`src/rtl/intersection_ctrl.sv`:
```
// Two-road intersection phase sequencer with pedestrian crossing and night flash mode.
// Optional side-road car sensor gating of main green: define SIDE_SENSOR_EN.
module intersection_ctrl #(
  parameter int TICK_DIV     = 50000000,
  parameter int MAIN_GREEN   = 15,
  parameter int SIDE_GREEN   = 10,
  parameter int YELLOW_TIME  = 5,
  parameter int ALL_RED_TIME = 2,
  parameter int PED_TIME     = 8
) (
  input  logic       clk,
  input  logic       rst_n,
  input  logic       ped_req,
  input  logic       night_mode,
`ifdef SIDE_SENSOR_EN
  input  logic       side_car,
`endif
  output logic       main_r,
  output logic       main_y,
  output logic       main_g,
  output logic       side_r,
  output logic       side_y,
  output logic       side_g,
  output logic       ped_walk,
  output logic       ped_ack,
  output logic [7:0] sec_left
);

  localparam int PW = $clog2(TICK_DIV);

  typedef enum logic [2:0] {
    MAIN_G, MAIN_Y, ALL_R1, SIDE_G, SIDE_Y, ALL_R2, PED, NIGHT
  } state_t;

  state_t          state_q, state_d, nxt;
  logic [PW-1:0]   presc_q, presc_d;
  logic [7:0]      sec_q, sec_d;
  logic            ped_q, ped_d;
  logic            blink_q, blink_d;
  logic [6:0]      lamp_q, lamp_d;
  logic            tick, advance;
`ifdef SIDE_SENSOR_EN
  logic            side_seen_q, side_seen_d;
`endif

  function automatic logic [7:0] dur(input state_t s);
    case (s)
      MAIN_G:          dur = 8'(MAIN_GREEN);
      MAIN_Y, SIDE_Y:  dur = 8'(YELLOW_TIME);
      ALL_R1, ALL_R2:  dur = 8'(ALL_RED_TIME);
      SIDE_G:          dur = 8'(SIDE_GREEN);
      PED:             dur = 8'(PED_TIME);
      default:         dur = 8'd0;
    endcase
  endfunction

  // Lamp order: main_r, main_y, main_g, side_r, side_y, side_g, ped_walk
  function automatic logic [6:0] lamps(input state_t s, input logic blink);
    case (s)
      MAIN_G:  lamps = 7'b001_100_0;
      MAIN_Y:  lamps = 7'b010_100_0;
      SIDE_G:  lamps = 7'b100_001_0;
      SIDE_Y:  lamps = 7'b100_010_0;
      PED:     lamps = 7'b100_100_1;
      NIGHT:   lamps = {1'b0, blink, 2'b00, blink, 2'b00};
      default: lamps = 7'b100_100_0;
    endcase
  endfunction

  always_comb begin
    tick    = (presc_q == PW'(TICK_DIV - 1));
    presc_d = tick ? '0 : presc_q + 1'b1;
    state_d = state_q;
    sec_d   = sec_q;
    blink_d = blink_q;
    advance = 1'b0;
    case (state_q)
      MAIN_G:  nxt = MAIN_Y;
      MAIN_Y:  nxt = ALL_R1;
      ALL_R1:  nxt = SIDE_G;
      SIDE_G:  nxt = SIDE_Y;
      SIDE_Y:  nxt = ALL_R2;
      ALL_R2:  nxt = night_mode ? NIGHT : (ped_q ? PED : MAIN_G);
      PED:     nxt = MAIN_G;
      default: nxt = ALL_R2;
    endcase
    if (tick) begin
      if (state_q == NIGHT) begin
        blink_d = ~blink_q;
        advance = ~night_mode;
      end else if (sec_q == 8'd1) begin
        advance = 1'b1;
`ifdef SIDE_SENSOR_EN
        // With no side demand, main green holds at 1 and retries every tick
        if (state_q == MAIN_G && !(side_seen_q || ped_q || night_mode))
          advance = 1'b0;
`endif
      end else if (sec_q != 8'd0) begin
        sec_d = sec_q - 8'd1;
      end
    end
    if (advance) begin
      state_d = nxt;
      presc_d = '0;
      sec_d   = dur(nxt);
      if (nxt == NIGHT) blink_d = 1'b0;
    end
    // Entering PED clears the request even if the button is pressed on that edge
    ped_d  = (ped_q || (ped_req && state_q != PED)) && !(advance && nxt == PED);
    lamp_d = lamps(state_d, blink_d);
`ifdef SIDE_SENSOR_EN
    side_seen_d = (side_seen_q || side_car) && !(advance && nxt == SIDE_G);
`endif
  end

  always_ff @(posedge clk) begin
    if (!rst_n) begin
      state_q <= ALL_R2;
      presc_q <= '0;
      sec_q   <= 8'(ALL_RED_TIME);
      ped_q   <= 1'b0;
      blink_q <= 1'b0;
      lamp_q  <= 7'b100_100_0;
`ifdef SIDE_SENSOR_EN
      side_seen_q <= 1'b0;
`endif
    end else begin
      state_q <= state_d;
      presc_q <= presc_d;
      sec_q   <= sec_d;
      ped_q   <= ped_d;
      blink_q <= blink_d;
      lamp_q  <= lamp_d;
`ifdef SIDE_SENSOR_EN
      side_seen_q <= side_seen_d;
`endif
    end
  end

  assign {main_r, main_y, main_g, side_r, side_y, side_g, ped_walk} = lamp_q;
  assign ped_ack  = ped_q;
  assign sec_left = sec_q;

endmodule

```
`config.mk`:
```
export PLATFORM = sky130hd
export DESIGN_NAME = intersection_ctrl
export DESIGN_NICKNAME = d
export VERILOG_FILES = /design/src/rtl/intersection_ctrl.sv
export SDC_FILE = /design/constraint.sdc
export NUM_CORES = 1
export LEC_CHECK = 0
export ABC_AREA = 0
export ABC_CLOCK_PERIOD_IN_PS = 2350
export CORE_MARGIN = 5
export CORE_UTILIZATION = 57
export CTS_CLUSTER_DIAMETER = 50
export DETAILED_ROUTE_END_ITERATION = 6
export PLACE_DENSITY = 0.79
export REMOVE_ABC_BUFFERS = 1
export SLEW_MARGIN = 15
export SYNTH_ARGS = -nofsm -noshare
export SYNTH_HDL_FRONTEND = slang
export SYNTH_SLANG_ARGS = --single-unit
```
`constraint.sdc`:
```
create_clock -name clk -period 2.35 [get_ports clk]
set_input_delay 0.47 -clock clk [delete_from_list [all_inputs] [get_ports clk]]
set_output_delay 0.47 -clock clk [all_outputs]
set_load 0.005 [all_outputs]
```
==> results.md <==
* Post-detail-place hpwl at 3.59 mm
* Final Max Tran Viols at 0
* Starting Density at 0.585
* ANT cells at 0
* Most frequent cells in the layout: 46 x dfxtp_1, 44 x nor2_1, 21 x nand2_1
* Switching Power at roughly 280 µW
* Max cap viols at 0
* 1st-iter DRT viols at 94
* Placed Cells incl. Taps at approximately 360
* CTS max path bufs at 2
* Global-route wire length before repair at 8.32 mm
* Hold Crit Start: presc_q[0]
* Crit path max fanout at 5
* WP data required at 2.57 ns
* Port bufs at 19
* Tmin final at 2.09 ns
* Synthesized cell area at 2340 µm²
* Gate power share at 0.035
* First-pass iteration count of the detailed router at 4
* P_leak at between 0.001 and 0.0015 µW
* Hold path depth at 1
* Reg-to-Reg End: lamp_q[5]
* Status: finished, final reports clean
* Boundary Pins at 20
* VDD IR-drop max at 0.421 mV
* RePlAce Congestion at 0.835
* Drc violations at 0
* WL final at 4.85 mm
* Internal at 1100 µW
* Die Ht at approximately 74 µm
* Ys flop type: dfxtp_1
* Total track usage at 0.191
* Synth Register Bits at between 40 and 50
* Vias at between 2000 and 2500
* Die Width at 74.1 µm
* Layout cells sized above 1 at 0.130
* Sink Count at 46
* Sequential element share of the synthesized area at 0.394
* Crit end category: flop
* Reg power frac at 0.571
* Rows at 23
* Core box area at 4000 µm²
* Clock share of power at 0.393
* H-Tree Level Count at 2
* Wirelength per Cell at 13.2 µm
* PD cells at ~490 nW/µm²
* Setup CP Type: reg2reg
* Async set-reset flop share out of synthesis at 0
* Slew headroom at 0.750
* Final ANT Viol Nets at 0
* Fmax at 478 MHz
* CTS tree: yes
* Hold EP: presc_q[0]
* Post-Syn Area per Cell at between 8 and 9 µm²
* Total negative setup slack at 0 ns
* Least-Margin Pin Slew at 0.375 ns
* Nets@finish at approximately 320
* Fin. Hold Viols at 0
* Hold Crit Class: reg2reg
* Routed vias/inst at 5.70
* RSZ-0062 raised after global routing: no
* Worst r2r src: presc_q[0]
* Reg2Reg Depth at 7
* Mapped Cells at between 200 and 300
* Sw frac at 0.201
* Non-filler cells, final at 366
* Most common cell after layout, fill and taps aside: dfxtp_1
* Startpoint type of the worst setup path: flop
* GRT Residual Overflow at 0
* CTS root buf: clkbuf_8
* Number of synthesized flops with an enable pin at 0
* Ys Warns at 0
* Initial antenna violation count at 0
* Unique masters post-synth at 51
* Fin util at 0.700
* Die Footprint at 5480 µm²
* Register-to-Register Setup Slack at 0.26 ns
* Area growth syn-to-layout at 19.7%
* Critical path arrival at 2.31 ns
* Via count of the first global-routing pass at 1961
* Worst-path clk slew at 0.08 ns
* Final Skew at approximately 0.0065 ns
* # setup viols final at 0
* Final period util at 0.890
* Largest net degree at the start of global routing at 26
* CTS Buf Count at 5
* Clock latency on the worst-skew pair at 0.29 ns
[cells in the mapped netlist, types with 3 or more instances]
cell type	n	area share
dfxtp_1	46	0.39
nor2_1	44	0.071
nand2_1	21	0.034
o21ai_0	16	0.034
nand3_1	14	0.030
a21oi_1	13	0.028
xor2_1	12	0.045
nand4_1	11	0.029
xnor2_1	10	0.037
nor3_1	8	0.017
or3_1	7	0.019
and3_1	6	0.016
clkbuf_1	6	0.0096
nor2b_1	6	0.016
inv_1	5	0.0080
a31oi_1	4	0.011
ha_1	4	0.021
and4_1	3	0.011
mux2i_1	3	0.013
nor4_1	3	0.0080
or2_2	3	0.0080
[layer usage]
| layer | vias up | wire length [µm] | part of all wire | track usage |
|---|---|---|---|---|
| li1 | 1060 | - | - | - |
| met1 | 973 | 2180 | 0.45 | 0.237 |
| met2 | 48 | 2360 | 0.49 | 0.310 |
| met3 | 7 | 217 | 0.045 | 0.0432 |
| met4 | 0 | 87 | 0.018 | 0.0966 |
| met5 | - | 0 | 0 | 0 |
[timing repair]
item / CTS / global route
gates resized for setup: 0 / 3
buffers inserted: 0 / 0
endpoints found under the setup margin: 0 / 9
endpoints found under the hold margin: 0 / 0
hold buffers: 0 / 0
[power by group through the flow]
stage,sequential [µW],combinational (µW),clock [µW]
after floorplan,807,25.8,0
after global placement,808,48.2,0
after detailed placement,808,48.2,0
after CTS,789,48.9,564
after global routing,791,54.7,592
final,790,48.6,544
[cell type report]
| class | instances | area [µm²] |
|---|---|---|
| clock buffer | 8 | 110 |
| tap | 50 | 62.6 |
| inverter | 5 | 18.8 |
| timing repair buffer | 37 | 325 |
| fill | 343 | 1200 |
| multi-input combinational | 220 | 1360 |
| sequential | 46 | 921 |
[sequential cells by signal, indices dropped and copies added (netlist names)]
name / flops
blink_q: 1
sec_left: 8
presc_q: 26
state_q: 3
lamp_q: 7
ped_ack: 1
[through the flow]
stage                     instance area (µm²)  hold WS, ns  power [µW]  setup slack [ns]
after global routing                     2800        0.494        1440            0.0355
final                                    2800        0.471        1380             0.259
after CTS                                2790        0.469        1400            0.0878
after floorplan                          2290        0.430         833            0.0860
after detailed placement                 2680        0.447         856             0.108
after global placement                   2680        0.447         856             0.174
[worst max path at each step]
stage / from / endpoint / slack (ns) / depth (start not counted)
floorplan: presc_q[0] / lamp_q[5] / 0.09 / 7
global placement: night_mode / lamp_q[2] / 0.17 / 7
detailed placement: presc_q[0] / lamp_q[5] / 0.11 / 8
CTS: presc_q[0] / lamp_q[5] / 0.09 / 8
global route: presc_q[0] / lamp_q[5] / 0.04 / 8
finish: presc_q[0] / lamp_q[5] / 0.26 / 7
[cells by family (layout without fill, tap and decap cells)]
family	after synthesis	count (layout)	share of synthesized area
simple gates	142	142	0.331
compound gates	47	47	0.120
flops	46	46	0.394
xor+xnor	22	22	0.0824
buf+inv	14	50	0.0278
mux	5	5	0.0235
fa+ha+maj	4	4	0.0214
[worst max-delay path, stage by stage (launching register included)]
cell and delay, ns:
dfxtp_1 0.38, ha_1 0.20, nand3_1 0.13, nor4_2 0.34, and4_4 0.32, mux2i_1 0.32
a22oi_1 0.14, nor3b_1 0.19
Power figures use the tool's default switching activity.
